File: config.mk
export PLATFORM = sky130hd
export DESIGN_NAME = dual_digit_scan_flat
export DESIGN_NICKNAME = d
export VERILOG_FILES = /design/src/rtl/dual_digit_scan_if.sv /design/src/rtl/dual_digit_scan.sv /design/src/flat_wrapper.sv
export SDC_FILE = /design/constraint.sdc
export NUM_CORES = 1
export LEC_CHECK = 0
export ABC_CLOCK_PERIOD_IN_PS = 2150
export CAP_MARGIN = 15
export CORE_MARGIN = 10
export CORE_UTILIZATION = 56
export CTS_CLUSTER_SIZE = 14
export DETAILED_ROUTE_END_ITERATION = 10
export PLACE_DENSITY = 0.93
export RECOVER_POWER = 50
export SYNTH_ARGS = -nofsm -noshare
export SYNTH_HDL_FRONTEND = slang
export SYNTH_SLANG_ARGS = --single-unit
File: constraint.sdc
create_clock -name clk -period 2.15 [get_ports clk]
set_input_delay 0.215 -clock clk [delete_from_list [all_inputs] [get_ports clk]]
set_output_delay 0.215 -clock clk [all_outputs]
set_load 0.05 [all_outputs]
File: src/rtl/dual_digit_scan_if.sv
// Bundle of the digit-loading inputs and the display/debug outputs of the
// two-digit multiplexed seven-segment scanner.
interface dual_digit_scan_if;
  logic       new_valid;
  logic [3:0] new_digit;
  logic       display_en;
  logic [3:0] s;
  logic [1:0] an;
  logic [3:0] d_left;
  logic [3:0] d_right;

  // The master side loads digits and gates the display.
  modport master (
    output new_valid, new_digit, display_en,
    input  s, an, d_left, d_right
  );

  // The slave side is the scanner itself.
  modport slave (
    input  new_valid, new_digit, display_en,
    output s, an, d_left, d_right
  );
endinterface

File: src/rtl/dual_digit_scan.sv
// Two-digit scanner that time-shares one sevenSeg decoder.
// Each digit is lit for REFRESH_CYCLES, separated by BLANK_CYCLES of
// darkness so the decoder output settles before the next enable.
module dual_digit_scan #(
  parameter int REFRESH_CYCLES = 24000,
  parameter int BLANK_CYCLES   = 16
) (
  input logic             clk,
  input logic             reset,
  dual_digit_scan_if.slave bus
);

  localparam int CNT_MAX = (REFRESH_CYCLES > BLANK_CYCLES) ? REFRESH_CYCLES : BLANK_CYCLES;
  localparam int CNT_W   = $clog2(CNT_MAX);
  localparam logic [CNT_W-1:0] SHOW_LAST  = CNT_W'(REFRESH_CYCLES - 1);
  localparam logic [CNT_W-1:0] BLANK_LAST = CNT_W'(BLANK_CYCLES - 1);

  typedef enum logic [1:0] {
    SHOW_R  = 2'd0,
    BLANK_R = 2'd1,
    SHOW_L  = 2'd2,
    BLANK_L = 2'd3
  } state_t;

  state_t           state;
  state_t           state_next;
  logic [CNT_W-1:0] cnt;
  logic [CNT_W-1:0] cnt_next;
  logic [3:0]       d_left;
  logic [3:0]       d_right;
  logic             en_q;
  logic [1:0]       an;
  logic [3:0]       s;

  // Scan state and slot counter; reset restarts the scan at the right digit.
  always_ff @(posedge clk) begin
    if (reset) begin
      state <= SHOW_R;
      cnt   <= '0;
    end else begin
      state <= state_next;
      cnt   <= cnt_next;
    end
  end

  // Count through the current slot, then step to the next slot with cnt cleared.
  always_comb begin
    state_next = state;
    cnt_next   = cnt + 1'b1;
    unique case (state)
      SHOW_R:  if (cnt == SHOW_LAST)  begin state_next = BLANK_R; cnt_next = '0; end
      BLANK_R: if (cnt == BLANK_LAST) begin state_next = SHOW_L;  cnt_next = '0; end
      SHOW_L:  if (cnt == SHOW_LAST)  begin state_next = BLANK_L; cnt_next = '0; end
      BLANK_L: if (cnt == BLANK_LAST) begin state_next = SHOW_R;  cnt_next = '0; end
      default: begin state_next = SHOW_R; cnt_next = '0; end
    endcase
  end

  // Digits shift in from the right; reset wins over a coincident load.
  always_ff @(posedge clk) begin
    if (reset) begin
      d_left  <= 4'h0;
      d_right <= 4'h0;
    end else if (bus.new_valid) begin
      d_left  <= d_right;
      d_right <= bus.new_digit;
    end
  end

  // Display enable is registered so the outputs depend on flops only; it is
  // sampled even during reset so the first post-reset cycle is already lit.
  always_ff @(posedge clk) begin
    en_q <= bus.display_en;
  end

  // Drive the digit enables and the shared decoder value from registered state.
  always_comb begin
    an = 2'b11;
    s  = d_right;
    unique case (state)
      SHOW_R:  begin an = 2'b10; s = d_right; end
      BLANK_R: begin an = 2'b11; s = d_right; end
      SHOW_L:  begin an = 2'b01; s = d_left;  end
      BLANK_L: begin an = 2'b11; s = d_left;  end
      default: begin an = 2'b11; s = d_right; end
    endcase
    if (!en_q) an = 2'b11;
  end

  assign bus.an      = an;
  assign bus.s       = s;
  assign bus.d_left  = d_left;
  assign bus.d_right = d_right;

endmodule

File: src/flat_wrapper.sv
// flat-port wrapper written by rule: the top's interface ports become plain ports
module dual_digit_scan_flat 
#(
  parameter int REFRESH_CYCLES = 24000,
  parameter int BLANK_CYCLES   = 16
)
  (clk, reset, bus_new_valid, bus_new_digit, bus_display_en, bus_s, bus_an, bus_d_left, bus_d_right);
  dual_digit_scan_if bus_i ();
  input logic clk;
  input logic reset;
  input wire logic [$bits(bus_i.new_valid)-1:0] bus_new_valid;
  input wire logic [$bits(bus_i.new_digit)-1:0] bus_new_digit;
  input wire logic [$bits(bus_i.display_en)-1:0] bus_display_en;
  output wire logic [$bits(bus_i.s)-1:0] bus_s;
  output wire logic [$bits(bus_i.an)-1:0] bus_an;
  output wire logic [$bits(bus_i.d_left)-1:0] bus_d_left;
  output wire logic [$bits(bus_i.d_right)-1:0] bus_d_right;
  assign bus_i.new_valid = bus_new_valid;
  assign bus_i.new_digit = bus_new_digit;
  assign bus_i.display_en = bus_display_en;
  assign bus_s = bus_i.s;
  assign bus_an = bus_i.an;
  assign bus_d_left = bus_i.d_left;
  assign bus_d_right = bus_i.d_right;
  dual_digit_scan #(.REFRESH_CYCLES(REFRESH_CYCLES), .BLANK_CYCLES(BLANK_CYCLES)) u_core (.clk(clk), .reset(reset), .bus(bus_i));
endmodule
Word level (Yosys, flattened, before mapping). Index checks and enable logic that the tools add are counted.

Register bits after elaboration: 26. Output and inout bits: 14.

Add/sub/neg operators: 1. Equality and inequality tests: 9. Multiplexer cells: 11. Reduce and logical (&&, ||, !) cells: 6.

Operators with widths (number): $mux W15 (2); $pmux W15 S2 (1); $add A15 B1 Y15 const B (1); $eq A15 B15 Y1 const B (1); $eq A15 B4 Y1 const B (1); $mux W2 (5); $ne A2 B1 Y1 const B (4); $pmux W2 S4 (1); $pmux W4 S2 (1); $reduce_or A2 Y1 (4); $pmux W2 S3 (1); $eq A2 B2 Y1 const B (2); $reduce_and A4 Y1 (1); $eq A2 B1 Y1 const B (1); $logic_not A2 Y1 (1).

Longest topological paths before layout. Gate-level depths: netlist of the first run.

Depth after elaboration: 4. Gate-level depth with buffers: 7.

Least setup slack after synthesis of the first run. OpenSTA, ideal clock, no wires.

Kind: register to output. Start point: register u_core.state[0]. End point: output port bus_s[0]. Data arrival time: 1.361 ns. Required time: 1.935 ns. Path slack: 0.574 ns. Stages on the path, launching flop included: 5. Cells stage by stage: dfxtp_1 inv_1 ha_1 nor2_1 mux2_2.

Word-level cells in the longest chain between the ends: 3. Elaborated cells on any way between the ends: 7. Those cells by class: eq/ne: 3; mux: 1; reduce/logical: 3.

Ends and longest elaborated chain: start, declared (RTL line dual_digit_scan.sv:25) `state_t state;`; start signal, assigned (RTL line dual_digit_scan.sv:41) `state <= state_next;`; $eq A2 B2 Y1, or another cell as far along (RTL line dual_digit_scan.sv:80) `unique case (state)`; $reduce_or A2 Y1 (no line); $pmux W4 S2 * (RTL line dual_digit_scan.sv:80); end, declared (RTL line flat_wrapper.sv:14) `output wire logic [$bits(bus_i.s)-1:0] bus_s;`.

Every way passes the cells marked *; elsewhere a longest branch is shown, timed or not.

Worst setup path in the final report of the first run.
Start point: register u_core.state[0]. End point: output port bus_s[1].

The elaborated chain is that of the path after synthesis.

==> impl_metrics.ini, run 1 <==
[status]
status = completed

[power]
ir_drop_mv = 0.413
p_leak_nw = 0.580
total_power_mw = 0.875
cellPowerDensity_mw_per_mm2 = 550

[route]
num_vias = 1057
wl_per_cell_um = 15.1
drt_iter0_drc = 35
vias_per_cell = 5.68
drc = 0
drt-total-wl_mm = 2.80
drt-pass1-iter-count = 4
final_antenna_net_count = 0

[synthesis]
yosys_warnings = 0
syn_avg_cell_area_um2 = 9.74
synth_edf_count = 0
synth-seq-cells = 26
syn-cell-area_mm2 = 0.00135
syn_inst = 139
ys_seq_area_frac = 0.384
synth_ff_type = dfxtp_1
synthArstFlopShare = 0
syn_nets = 154
synthDistinctLibCells = 30

[timing]
grt_setup_unrepaired = false
layout_setup_ws_ns = 0.118
setup_viol_count_final = 0
finClkSkew_ns = 0.0105
hold_viol = 0
whs_ns = 0.436
relSlewSlack = 0.516
drv_slew = 0
fmax_ghz = 0.492
fin_tns_setup_ns = 0
worst_slew_pin_slew_ns = 0.727
layout_min_cycle_time_ns = 2.03
fin_crit_sh = 0.945

[critical_path]
critical_path.cell_chain = inv_1 > ha_1 > nor2_4 > mux2_2 > buf_4
ff2ff_setup_slack_ns = 0.26
rr_worst_depth = 6
max_stage_delay_ns = 0.42
crit_family = flip-flops
required_ns = 1.93
crit_type = flip-flop to output port
slowest_stage = dfxtp_1
end_kind = output port
r2r-start = u_core.state[1]
cp_max_fo = 4
cp-start-kind = flip-flop
reg2reg_to = u_core.cnt[5]
critPathBufInv = 2
cp.arrival_ns = 1.82

[clock_network]
cts-htree-levels = 1
clockBufferDepth = 2
cts_buffers = 3
cts.sinks = 26
insertion_delay_ns = 0.33
cts_setup_buffers = 0
cts_tree = built
clockRootBuffer = clkbuf_4
clk_pin_slew_worst_paths_ns = 0.14

[finish]
drive_above_1_share = 0.165
antenna_cells = 0
postLayoutCoreUtil = 0.705
register_area_um2 = 520
fin_nets = 174
fillCellCount = 169
finalInstanceArea_mm2 = 0.00159
multiInputGateArea_um2 = 774
final_cell_count_no_fill = 186
area_growth_pct = 17.5

[floorplan]
die_w_um = 69.2
core_area_mm2 = 0.00225
initial_core_util = 0.600
dieArea_mm2 = 0.00478
die_y_um = 69.2
rows = 17
io_pins = 22

[min_path]
hold_path.startpoint = bus_display_en
whs_endpoint = u_core.en_q
hold_depth = 1
holdCritPathClass = primary input to flip-flop

[global_route]
grt_pass1_wl_mm = 4.71
grt-ovfl-total = 0
grt_max_degree = 16
gr-usage-all-layers = 0.113
antenna_found_initial = 0
grt_pass1_vias = 1082

[placement]
portBuffers = 21
dp.cells = 182
hpwlAfterDp_mm = 2.11
routabilityCongestion = 0.758
post-place-ws_ns = 0.360
placed_cell_area_mm2 = 0.00156

[run]
maxCapViolCount = 0
[sequential cells by signal (all words and copies together), names as in the netlist]
| name | cells |
|---|---|
| u_core.bus.d_right | 4 |
| u_core.en_q | 1 |
| u_core.cnt | 15 |
| u_core.bus.d_left | 4 |
| u_core.state | 2 |
[cell families (layout without fill, tap and decap cells)]
group	after synthesis	after routing	synth area share
compound gates	4	4	0.0305
buf+inv	12	31	0.0407
mux	14	14	0.107
fa+ha+maj	7	7	0.0647
xor+xnor	13	13	0.0841
simple gates	63	63	0.288
flops	26	26	0.384
[cells in the mapped netlist (all sizes together) (5+ instances only)]
cell type   n  area share
dfxtp      26        0.38
nor3       17       0.078
nor2       13       0.036
xnor2      11       0.071
mux2i      10       0.074
ha          7       0.065
nand2       6       0.017
nor4        6       0.051
inv         5       0.014
nand3       5       0.028
[cell type report]
class	count	area share
repair buffers	22	0.129
flip-flops and latches	26	0.327
well taps	28	0.0220
multi-input cells	101	0.487
clock buffers	4	0.0228
inverters	5	0.0118
[placed cells by master (no fill, tap or decap)]
cell,instances
dfxtp_1,26
nor3_1,13
nor2_1,12
xnor2_1,11
mux2i_1,10
clkdlybuf4s50_1,8
ha_1,7
dlygate4sd3_1,7
nand2_1,6
inv_1,5
nor4_2,5
buf_4,5
mux2_2,4
nand4_1,4
nand3_1,4
nor3_2,4
and3_1,3
nand2b_1,3
clkbuf_4,3
xor2_1,2
and4_1,2
dlygate4sd2_1,2
nor2_4,1
nand3b_1,1
and2_1,1
a21oi_2,1
nand3_4,1
nor3b_1,1
o21bai_1,1
or2_2,1
a41oi_1,1
a21oi_1,1
nor4_1,1
clkbuf_8,1
[power by group]
group,switching [mW],internal (mW)
registers,0.0108,0.495
clock network,0.150,0.104
logic,0.0707,0.0444
[timing repair]
| action | 4_1_cts | 5_1_grt |
|---|---|---|
| gates resized for setup | 3 | 1 |
| endpoints found under the setup margin | 6 | 2 |
| hold buffers | 0 | 0 |
[routing by layer]
metal  part of all wire  wire [um]  GRT usage
met2               0.49       1380      0.193
met3              0.065        183     0.0399
met5                  0          0          0
met4              0.020         56     0.0599
met1               0.42       1180      0.118
[worst max path at each step]
stage / cells after the start / startpoint / slack (ns) / endpoint
finish: 5 / u_core.state[0] / 0.12 / bus_s[1]
global route: 5 / u_core.state[0] / 0.05 / bus_s[2]
CTS: 5 / u_core.state[0] / 0.07 / bus_s[0]
detailed placement: 4 / u_core.state[1] / 0.36 / bus_an[0]
global placement: 4 / u_core.state[1] / 0.41 / bus_an[0]
floorplan: 4 / u_core.state[0] / 0.57 / bus_s[0]
No activity file was read; power rests on OpenSTA's default activity.
==> inputs of run 2 (changes only) <==
Settings changed: GPL_ROUTABILITY_DRIVEN from default to 0.
==> results of run 2 <==
No change in the layout: final DEF, timing and power equal those of run 1.
